==> src/rtl/cgra_config_loader.sv <==
// -----------------------------------------------------------------------------
// cgra_config_loader
//   Write-side master for the per-PE configuration RAMs. Parses a 32-bit
//   valid/ready word stream made of a header followed by count pairs of
//   payload words (LO then HI). Each pair becomes one 64-bit frame that is
//   written to the shared address/data bus with a one-hot (or broadcast) enable.
//
//   Header word: [31:24] sync 8'hC5, [23:19] count, [18] bcast,
//                [17:8] ignored, [7:4] start_slot, [3:0] pe_id.
//
// Ports
//   clk          clock
//   rst          synchronous reset, active-high
//   in_data      stream word
//   in_valid     stream word valid
//   in_ready     loader accepts word (always 1 once out of reset)
//   cfg_wr_addr  slot address, shared by all PEs
//   cfg_wr_data  config frame, shared by all PEs
//   cfg_wr_en    per-PE write enable (one-hot, or all-ones on broadcast)
//   busy         packet in progress
//   done         1-cycle pulse with the final write of a packet
//   err          1-cycle pulse after a rejected header
//   err_sticky   set by a rejected header, cleared by err_clr
//   err_clr      clear err_sticky (a simultaneous rejection keeps it set)
// -----------------------------------------------------------------------------
module cgra_config_loader #(
    parameter int unsigned NUM_PE     = 16,
    parameter int unsigned PE_ID_W    = $clog2(NUM_PE),
    parameter int unsigned DATA_WIDTH = 64,
    parameter int unsigned DEPTH      = 16,
    parameter int unsigned ADDR_WIDTH = $clog2(DEPTH)
) (
    input  logic                    clk,
    input  logic                    rst,
    input  logic [DATA_WIDTH/2-1:0] in_data,
    input  logic                    in_valid,
    output logic                    in_ready,
    output logic [ADDR_WIDTH-1:0]   cfg_wr_addr,
    output logic [DATA_WIDTH-1:0]   cfg_wr_data,
    output logic [NUM_PE-1:0]       cfg_wr_en,
    output logic                    busy,
    output logic                    done,
    output logic                    err,
    output logic                    err_sticky,
    input  logic                    err_clr
);

    localparam int unsigned WORD_W = DATA_WIDTH / 2;
    localparam int unsigned CNT_W  = 5;

    localparam logic [1:0] ST_IDLE = 2'd0;
    localparam logic [1:0] ST_LO   = 2'd1;
    localparam logic [1:0] ST_HI   = 2'd2;

    localparam logic [7:0]            SYNC_BYTE = 8'hC5;
    localparam logic [CNT_W-1:0]      MAX_COUNT = CNT_W'(DEPTH);
    localparam logic [PE_ID_W:0]      PE_LIMIT  = (PE_ID_W + 1)'(NUM_PE);
    localparam logic [ADDR_WIDTH-1:0] LAST_SLOT = ADDR_WIDTH'(DEPTH - 1);
    localparam logic [NUM_PE-1:0]     PE_ONE    = NUM_PE'(1);

    logic [1:0]            state_q, state_d;
    logic [PE_ID_W-1:0]    pe_id_q, pe_id_d;
    logic                  bcast_q, bcast_d;
    logic [ADDR_WIDTH-1:0] slot_q, slot_d;
    logic [CNT_W-1:0]      remaining_q, remaining_d;
    logic [WORD_W-1:0]     lo_q, lo_d;
    logic [ADDR_WIDTH-1:0] addr_q, addr_d;
    logic [DATA_WIDTH-1:0] data_q, data_d;
    logic [NUM_PE-1:0]     wr_en_q, wr_en_d;
    logic                  done_q, done_d;
    logic                  err_q, err_d;
    logic                  sticky_q, sticky_d;
    logic                  ready_q;

    logic                  xfer;
    logic [7:0]            hdr_sync;
    logic [CNT_W-1:0]      hdr_count;
    logic                  hdr_bcast;
    logic [ADDR_WIDTH-1:0] hdr_slot;
    logic [PE_ID_W-1:0]    hdr_pe;
    logic                  hdr_legal;

    assign xfer      = in_valid & ready_q;
    assign hdr_sync  = in_data[31:24];
    assign hdr_count = in_data[23:19];
    assign hdr_bcast = in_data[18];
    assign hdr_slot  = in_data[4 +: ADDR_WIDTH];
    assign hdr_pe    = in_data[0 +: PE_ID_W];

    // An out-of-range pe_id is tolerated only when the packet is broadcast.
    assign hdr_legal = (hdr_sync == SYNC_BYTE) && (hdr_count != '0) &&
                       (hdr_count <= MAX_COUNT) &&
                       (hdr_bcast || ({1'b0, hdr_pe} < PE_LIMIT));

    always_comb begin
        state_d     = state_q;
        pe_id_d     = pe_id_q;
        bcast_d     = bcast_q;
        slot_d      = slot_q;
        remaining_d = remaining_q;
        lo_d        = lo_q;
        addr_d      = addr_q;
        data_d      = data_q;
        wr_en_d     = '0;
        done_d      = 1'b0;
        err_d       = 1'b0;
        sticky_d    = err_clr ? 1'b0 : sticky_q;

        case (state_q)
            ST_IDLE: begin
                if (xfer) begin
                    if (hdr_legal) begin
                        pe_id_d     = hdr_pe;
                        bcast_d     = hdr_bcast;
                        slot_d      = hdr_slot;
                        remaining_d = hdr_count;
                        state_d     = ST_LO;
                    end else begin
                        err_d    = 1'b1;
                        sticky_d = 1'b1;
                    end
                end
            end
            ST_LO: begin
                if (xfer) begin
                    lo_d    = in_data;
                    state_d = ST_HI;
                end
            end
            ST_HI: begin
                if (xfer) begin
                    data_d      = {in_data, lo_q};
                    addr_d      = slot_q;
                    wr_en_d     = bcast_q ? '1 : (PE_ONE << pe_id_q);
                    slot_d      = (slot_q == LAST_SLOT) ? '0 : slot_q + 1'b1;
                    remaining_d = remaining_q - 1'b1;
                    if (remaining_q == CNT_W'(1)) begin
                        done_d  = 1'b1;
                        state_d = ST_IDLE;
                    end else begin
                        state_d = ST_LO;
                    end
                end
            end
            default: state_d = ST_IDLE;
        endcase
    end

    always_ff @(posedge clk) begin
        if (rst) begin
            state_q     <= ST_IDLE;
            pe_id_q     <= '0;
            bcast_q     <= 1'b0;
            slot_q      <= '0;
            remaining_q <= '0;
            lo_q        <= '0;
            addr_q      <= '0;
            data_q      <= '0;
            wr_en_q     <= '0;
            done_q      <= 1'b0;
            err_q       <= 1'b0;
            sticky_q    <= 1'b0;
            ready_q     <= 1'b0;
        end else begin
            state_q     <= state_d;
            pe_id_q     <= pe_id_d;
            bcast_q     <= bcast_d;
            slot_q      <= slot_d;
            remaining_q <= remaining_d;
            lo_q        <= lo_d;
            addr_q      <= addr_d;
            data_q      <= data_d;
            wr_en_q     <= wr_en_d;
            done_q      <= done_d;
            err_q       <= err_d;
            sticky_q    <= sticky_d;
            ready_q     <= 1'b1;
        end
    end

    assign in_ready    = ready_q;
    assign cfg_wr_addr = addr_q;
    assign cfg_wr_data = data_q;
    assign cfg_wr_en   = wr_en_q;
    assign busy        = (state_q != ST_IDLE);
    assign done        = done_q;
    assign err         = err_q;
    assign err_sticky  = sticky_q;

endmodule
==> config.mk <==
export PLATFORM = sky130hd
export DESIGN_NAME = cgra_config_loader
export DESIGN_NICKNAME = d
export VERILOG_FILES = /design/src/rtl/cgra_config_loader.sv
export SDC_FILE = /design/constraint.sdc
export NUM_CORES = 1
export LEC_CHECK = 0
export CORE_UTILIZATION = 46
export CTS_BUF_LIST = sky130_fd_sc_hd__clkbuf_2
export CTS_CLUSTER_SIZE = 28
export DETAILED_ROUTE_END_ITERATION = 10
export PLACE_DENSITY = 0.75
export RECOVER_POWER = 100
export SLEW_MARGIN = 20
export SYNTH_ARGS = -nofsm -noshare
export SYNTH_HDL_FRONTEND = slang
export SYNTH_SLANG_ARGS = --single-unit
==> constraint.sdc <==
create_clock -name clk -period 1.7 [get_ports clk]
set_clock_uncertainty 0.15 [all_clocks]
set_input_delay 0.255 -clock clk [delete_from_list [all_inputs] [get_ports clk]]
set_output_delay 0.255 -clock clk [all_outputs]
set_load 0.005 [all_outputs]
Yosys cells after proc, flatten, opt, wreduce, memory -nomap -nowiden
Cells that the tools add are included.
- $add $sub $neg: 2
- $lt $le $gt $ge: 1
- equality and inequality tests: 9
- shifts and indexed selects: 1
- mux-type cells: 23
- bitwise gates (word level): 4
- reduce and logical (&&, ||, !) cells: 13
- operators with widths (kind ; number):
    $mux 16 ; 1
    $mux 4 ; 4
    $shl 1x4->16 const A ; 1
    $mux 5 ; 3
    $pmux 5 s2 ; 1
    $eq 8x8->1 const B ; 1
    $mux 1 ; 8
    $mux 2 ; 4
    $ne 2x2->1 const B ; 4
    $pmux 4 s2 ; 1
    $reduce_and 4->1 ; 2
    $pmux 2 s3 ; 1
    $reduce_or 3->1 ; 2
    $eq 5x1->1 const B ; 1
    $le 5x5->1 const B ; 1
    $reduce_bool 5->1 ; 1
    $sub 5x1->5 const B ; 1
    $add 4x1->4 const B ; 1
    $eq 4x4->1 const B ; 1
    $reduce_and 2->1 ; 2
    $reduce_bool 2->1 ; 2
    $not 1->1 ; 3
    $reduce_and 3->1 ; 1
    $eq 2x1->1 const B ; 1
    other kinds (4) ; 5
- bits in registers: 136
- bits of input ports: 36
- logic and storage cells: 66

Longest topological paths before layout
Gate-level depths: netlist (run 1).
- depth in word-level cells: 6
- gate-level depth with buffers: 7
- depth with buffers taken out: 6

Least setup slack after synthesis (run 1)
OpenSTA, ideal clock, no wires.
- kind: input-to-reg
- from: in in_data[19]
- to: reg remaining_q[0]
- arrival time: 1344 ps
- path slack: 86 ps
- cell stages on the path: 6
- buffers on the path: 1
- cell sequence: nor4_2 > xnor2_1 > and3_1 > buf_6 > and3_1 > o31a_1
- longest elaborated chain between the ends: 5
- elaborated cells on any way between the ends: 9
- classes of those cells: order compare (1); eq/ne (1); mux (3); reduce/logical (4)
- RTL lines (item ; RTL line ; RTL):
    from (decl) ; 35 ; input logic [DATA_WIDTH/2-1:0] in_data,
    parallel branches: the longest is 5 deep, another holds $le 5x5->1 ; -- ;
    to (signal assigned) ; 169 ; remaining_q <= remaining_d;
    to (decl) ; 65 ; logic [CNT_W-1:0] remaining_q, remaining_d;
Several ways; the timed one is not identified. The select of a mux whose other input is x is not followed.
A chain may end at the register's enable or synchronous reset.

Final worst setup path (run 1)
- from: reg ready_q, in the netlist in_ready
- to: reg remaining_q[3]
- longest elaborated chain between the ends: 3
- elaborated cells on any way between the ends: 4
- classes of those cells: eq/ne (2); bitwise (1); reduce/logical (1)
- RTL lines (item ; RTL line ; RTL):
    from (decl) ; 73 ; logic ready_q;
    from (signal assigned) ; 163 ; ready_q <= 1'b0;
    from (signal assigned) ; 177 ; ready_q <= 1'b1;
    $and 1x1->1 * ; 83 ; assign xfer = in_valid & ready_q;
    $ne 2x2->1 (no line) ; -- ;
    $reduce_and 4->1 (no line) * ; -- ;
Mark *: on every way between the ends. The rest lies on a longest branch, timed or not.

==> metrics.md, run 1 <==
| Metric | Value |
|---|---|
| Outcome | finished with violations |
| Netlist cell types | 33 |
| Die W | 105 µm |
| CP Launch Point | in_ready |
| Yosys warns | 0 |
| Die outline area | 11100 µm² |
| Pre-CTS setup slack | -0.663 ns |
| Worst EP arrival | 2.24 ns |
| Syn avg cell area | 8.01 µm² |
| # port buffers | 124 |
| H-tree levels | 4 |
| Diodes inserted | 0 |
| Sw frac | 0.278 |
| Initial DRT Pass Iterations | 7 |
| Max_cap viols | 0 |
| Clock Sinks | 136 |
| Post-Syn Nets | 654 |
| Crit path depth | 7 |
| P per Cell Area | 786 nW/µm² |
| Most frequent cells in the layout | nand2_1, dfxtp_1, a21oi_1 |
| Final setup fails | 36 |
| CP cell instances | buf_4 > nand2_1 > clkbuf_1 > nor2_1 > buf_4 > nor2_1 > o32ai_1 |
| Crit-path slowest cell | dfxtp_1 |
| Post-synth EDFFs | 0 |
| RSZ-0062 raised after global routing | true |
| Violations in the final reports | negative setup slack |
| R2R setup slack | -0.1 ns |
| Worst-path clk slew | 0.23 ns |
| Async S/R FF share, synth | 0 |
| Max Buffers Root-to-Sink | 2 |
| Slew HR | 0.662 |
| Area of the core | 10400 µm² |
| Fmax | 556 MHz |
| Reg power frac | 0.612 |
| Total routing usage reported by global routing | 0.247 |
| Power share of the combinational group | 0.049 |
| Global route overflow | 0 |
| Main synth FF type | dfxtp_1 |
| Commonest non-fill, non-tap cell in the layout | nand2_1 |
| Sequential area share after synthesis | 0.553 |
| Leakage | 2.63 nW |
| Initial Util | 0.475 |
| DR iter-0 viols | 271 |
| Most area-consuming cells after synthesis | dfxtp_1, nand2_1, a21oi_1, clkbuf_1, nor2_1 |
| Area share of the largest cell type after synthesis | 0.553 |
| Nets@finish | 833 |
| Worst min path class | primary input to flip-flop |
| Final wirelength | 13500 µm |
| Via count | 4774 |
| Count of pins over their slew limit | 0 |
| Biggest area consumer among synthesized cells | dfxtp_1 |
| Largest net degree at the start of global routing | 80 |
| CP required | 2.14 ns |
| HPWL Detailed | 9110 µm |
| Crit Reg-Reg Endpoint | remaining_q[3] |
| Synth Register Bits | 136 |
| First-pass GRT wire length | 21800 µm |
| Pint | 3.78 mW |
| Vias in the first global route | 4550 |
| Layout area overhead | 35.1% |
| Antenna violations before repair | 0 |
| Die height | 105 µm |
| Clock Latency Late Sink | 0.67 ns |
| Vias per inst | 5.06 |
| Fin worst setup slack | -0.0997 ns |
| Delay-heaviest family, CP | buffers and inverters |
| Switching power | 1.45 mW |
| R2r startpoint | in_ready |
| Max FO, Critical Path | 11 |
| Number of buffers created by CTS | 17 |
| Post-Synthesis Cells | 615 |
| Hold slack | 0.0490 ns |
| Final Wtd Congestion | 0.873 |
| Final Hold Fails | 0 |
| Worst reg2reg path depth | 7 |
| Period minus WS final | 1.80 ns |
| Clock root buffer | clkbuf_2 |
| Share of cells above drive strength 1 | 0.247 |
| Final core utilization | 0.642 |
| Final period utilization | 1.06 |
| CTS tree | done |
| Critical Path Sink Type | flip-flop |
| Max VDD drop | 0.441 mV |
| Rows | 37 |
| Worst Tran Pin Value | 0.506 ns |
| Syn Std Cell Area | 4920 µm² |
| IO Pins | 125 |
| Buf+Inv Stages, Crit Path | 3 |
| Antenna Violating Nets Remaining | 0 |
| Crit path capture | remaining_q[3] |
| Critical path startpoint category | flip-flop |
| Clock power frac | 0.339 |
| Critical path type | flip-flop to flip-flop |
| Max incr delay on CP | 0.37 ns |
| WL/cell | 14.3 µm |
| Residual DRC | 0 |
per-stage QoR:
step	setup TNS, ns	std cells	total power [mW]	cell area (µm²)
after global routing	-7.20	943	5.45	6650
after floorplan	0	615	3.32	4920
after CTS	-0.133	930	5.24	7030
after global placement	-19.01	873	3.49	6560
after detailed placement	-21.41	873	3.49	6560
final	-1.27	943	5.23	6650
synthesized netlist by cell type (2+ instances only):
master	instances
nand2_1	214
dfxtp_1	136
a21oi_1	124
clkbuf_1	34
nor2_1	33
nor2b_1	7
a31oi_1	6
buf_2	6
mux2i_1	6
nand3_1	6
nor3_1	5
o21ai_0	5
and3_1	4
o32ai_1	4
ha_1	3
inv_1	3
nand2b_1	2
nor4_2	2
layout make-up:
type | count | area, µm²
Clock buffer | 17 | 85.1
Clock inverter | 15 | 128
Fill cell | 951 | 3720
Inverter | 4 | 15.0
Multi-Input combinational cell | 434 | 2040
Sequential cell | 136 | 2740
Tap cell | 136 | 170
Timing Repair Buffer | 201 | 1480
cells by family (layout without fill, tap and decap cells):
kind of cell	Yosys count	count (layout)	share of synthesized area
simple gates	277	277	0.228
compound gates	147	147	0.160
flops	136	136	0.553
buf+inv	45	237	0.0374
mux	6	6	0.0122
fa+ha+maj	3	3	0.00762
xor+xnor	1	1	0.00178
state kept, by name, indices dropped and copies added, names as in the netlist:
name / cells
cfg_wr_data: 64
done: 1
cfg_wr_en: 16
bcast_q: 1
err_sticky: 1
cfg_wr_addr: 4
pe_id_q: 4
remaining_q: 5
slot_q: 4
state_q: 2
lo_q: 32
in_ready: 1
err: 1
power by group through the flow:
stage	sequential [mW]	combinational, mW	clock, mW
2_1_floorplan	3.26	0.0570	0
3_3_place_gp	3.26	0.226	0
3_5_place_dp	3.26	0.227	0
4_1_cts	3.20	0.250	1.79
5_1_grt	3.21	0.268	1.97
6_report	3.20	0.254	1.78
worst min-delay path by stage:
stage / startpoint / endpoint / slack (ns) / depth (start not counted)
2_1_floorplan: in_data[0] / lo_q[0] / 0.24 / 2
3_3_place_gp: lo_q[11] / cfg_wr_data[11] / 0.29 / 2
3_5_place_dp: cfg_wr_addr[1] / cfg_wr_addr[1] / 0.30 / 2
4_1_cts: in_data[0] / cfg_wr_data[32] / 0.007 / 3
5_1_grt: err_clr / err_sticky / 0.01 / 3
6_report: err_clr / err_sticky / 0.05 / 3
worst register-to-register path: stages (launching register included):
cell	delay [ns]
dfxtp_1	0.37
buf_4	0.11
nand2_1	0.07
clkbuf_1	0.16
nor2_1	0.20
buf_4	0.26
nor2_1	0.12
o32ai_1	0.29
what timing repair did:
| action | CTS | global route |
|---|---|---|
| buffers inserted | 14 | 10 |
| endpoints found under the setup margin | 89 | 89 |
| hold buffers | 11 | 3 |
| resized for setup | 283 | 91 |
| endpoints found under the hold margin | 118 | 3 |
| cloned | 0 | 0 |
| pin swaps | 0 | 1 |
metal layers:
layer / global-route usage / wire length, µm
met2: 0.440 / 7080
met3: 0.0501 / 788
met4: 0.0744 / 108
met5: 0 / 0
met1: 0.299 / 5500
Note: power is estimated with default switching activity, not from simulation.
==> run 2, diff against run 1 <==
--- a/config.mk
+++ b/config.mk
@@ -9,6 +9,7 @@
 export CTS_BUF_LIST = sky130_fd_sc_hd__clkbuf_2
 export CTS_CLUSTER_SIZE = 28
 export DETAILED_ROUTE_END_ITERATION = 10
+export GPL_ROUTABILITY_DRIVEN = 0
 export PLACE_DENSITY = 0.75
 export RECOVER_POWER = 100
 export SLEW_MARGIN = 20
==> results of run 2 <==
Final layout, timing and power as in run 1 (identical DEF).
==> run 3, diff against run 2 <==
--- a/config.mk
+++ b/config.mk
@@ -5,6 +5,7 @@
 export SDC_FILE = /design/constraint.sdc
 export NUM_CORES = 1
 export LEC_CHECK = 0
+export CORE_MARGIN = 2
 export CORE_UTILIZATION = 46
 export CTS_BUF_LIST = sky130_fd_sc_hd__clkbuf_2
 export CTS_CLUSTER_SIZE = 28
==> run 3 against run 2 <==
  * The run still ends with negative setup slack left
  * Sequential share of layout area increased by 0.56 points
  * Die area increased by 3.8%
  * First-iteration DRC count increased by 13%
  * Power decreased by 0.50%
  * Combinational power decreased by 3%
  * Wire length increased by 0.16%
  * Sequential cell count unchanged
  * Cell area decreased by 1.4%
  * Largest cell class unchanged
  * Highest routed layer unchanged
==> metrics.md, run 3 (same netlist as run 1, synthesis figures left out) <==
| Metric | Value |
|---|---|
| Outcome | finished with violations |
| Violations in the final reports | negative setup slack |
| Max_cap viols | 0 |
| Vias in the first global route | 4564 |
| Sequential Area | 2730 µm² |
| Count of pins over their slew limit | 0 |
| Largest net degree at the start of global routing | 84 |
| Final period utilization | 1.06 |
| Most frequent cells in the layout | nand2_1, dfxtp_1, a21oi_1 |
| Pint | 3.87 mW |
| Commonest non-fill, non-tap cell in the layout | nand2_1 |
| DR iter-0 viols | 305 |
| Hold EP | lo_q[0] |
| Reg power frac | 0.615 |
| Global route overflow | 0 |
| Sw frac | 0.256 |
| Rows | 37 |
| Die height | 107 µm |
| Switching power | 1.33 mW |
| H-tree levels | 4 |
| Die W | 107 µm |
| Clock root buffer | clkbuf_2 |
| Share of cells above drive strength 1 | 0.242 |
| IO Pins | 125 |
| Layout area overhead | 33.2% |
| # port buffers | 124 |
| Delay-heaviest family, CP | flip-flops |
| Max incr delay on CP | 0.36 ns |
| HPWL Detailed | 8990 µm |
| Diodes inserted | 0 |
| Final setup fails | 9 |
| Clock Sinks | 136 |
| Max VDD drop | 0.470 mV |
| Worst-path clk slew | 0.21 ns |
| Worst Tran Pin Value | 0.622 ns |
| Critical path type | flip-flop to output port |
| Fmax | 554 MHz |
| R2r startpoint | state_q[0] |
| CTS tree | done |
| Max FO, Critical Path | 2 |
| Die outline area | 11500 µm² |
| Power share of the combinational group | 0.048 |
| CP required | 1.29 ns |
| Initial Util | 0.475 |
| CP cell instances | or2_4 > buf_6 |
| Crit Reg-Reg Endpoint | lo_q[1] |
| Worst min path class | primary input to flip-flop |
| Total routing usage reported by global routing | 0.237 |
| Slew HR | 0.585 |
| Critical Path Sink Type | output port |
| Pre-CTS setup slack | -0.636 ns |
| Setup TNS | -0.149 ns |
| RSZ-0062 raised after global routing | true |
| Max Buffers Root-to-Sink | 2 |
| Final wirelength | 13500 µm |
| Vias per inst | 5.11 |
| Final Hold Fails | 0 |
| WL/cell | 14.4 µm |
| P per Cell Area | 793 nW/µm² |
| Residual DRC | 0 |
| Crit-path slowest cell | dfxtp_2 |
| Max FFs per register | 64 |
| Hold Crit Start | in_data[0] |
| Total power | 5.20 mW |
| Area occupied by multi-input gates | 2040 µm² |
| Area of the core | 10400 µm² |
| Via count | 4790 |
| Leakage | 2.61 nW |
| Hold Path Stages | 3 |
| Initial DRT Pass Iterations | 7 |
| Clock Latency Late Sink | 0.68 ns |
| Clock power frac | 0.338 |
| Period minus WS final | 1.80 ns |
| Number of buffers created by CTS | 17 |
| Antenna Violating Nets Remaining | 0 |
| Worst EP arrival | 1.40 ns |
| Fin worst setup slack | -0.103 ns |
| Antenna violations before repair | 0 |
| Nets@finish | 828 |
| Worst reg2reg path depth | 6 |
| R2R setup slack | -0.02 ns |
| Critical path startpoint category | flip-flop |
| # fillers | 983 |
| First-pass GRT wire length | 21600 µm |
| Buf+Inv Stages, Crit Path | 1 |
-- run 3: routing by layer --
metal | part of all wire | track usage
met5 | 0 | 0
met2 | 0.52 | 0.419
met1 | 0.41 | 0.273
met3 | 0.055 | 0.0545
met4 | 0.021 | 0.104
-- run 3: how the worst max path moves through the flow --
stage                      startpoint             end  slack [ns]  cells past startpoint
after global placement    in_data[31]  remaining_q[0]       -0.56                      7
after detailed placement  in_data[19]  remaining_q[4]       -0.64                      6
after floorplan           in_data[19]  remaining_q[0]        0.09                      6
after global routing       state_q[1]            busy       -0.21                      2
after CTS                  state_q[1]            busy       -0.15                      2
final                      state_q[1]            busy       -0.10                      2
-- run 3: repair_timing --
item	in CTS	in global routing
resized for setup	320	71
hold buffers	11	0
buffers inserted	11	11
setup endpoints to repair	89	143
endpoints found under the hold margin	134	0
pin swaps	0	1
-- run 3: through the flow --
stage	instances	utilization	hold WS [ns]	instance area [µm²]
3_5_place_dp	873	0.629	0.295	6520
2_1_floorplan	615	-	0.241	4920
5_1_grt	938	0.633	0.00502	6560
3_3_place_gp	873	0.629	0.287	6520
6_report	938	0.633	0.0634	6560
4_1_cts	927	0.665	0.00584	6890
-- run 3: layout make-up --
| type | count | share of cell area |
|---|---|---|
| tap | 136 | 0.0259 |
| sequential | 136 | 0.417 |
| inverter | 4 | 0.00229 |
| timing repair buffer | 196 | 0.212 |
| clock buffer | 18 | 0.0137 |
| clock inverter | 14 | 0.0189 |
| multi-input combinational | 434 | 0.311 |
-- run 3: worst register-to-register path, cell delays in order, from the launching register on --
cell	delay [ns]
dfxtp_2	0.38
buf_4	0.12
nor2b_1	0.24
nand3_1	0.11
clkbuf_4	0.32
nand2_1	0.19
a21oi_1	0.08
-- run 3: power by group through the flow --
| stage | registers, mW | logic (mW) | clock network [mW] |
|---|---|---|---|
| after floorplan | 3.26 | 0.0570 | 0 |
| after global placement | 3.26 | 0.230 | 0 |
| after detailed placement | 3.26 | 0.230 | 0 |
| after CTS | 3.20 | 0.250 | 1.81 |
| after global routing | 3.20 | 0.261 | 1.97 |
| final | 3.20 | 0.247 | 1.76 |
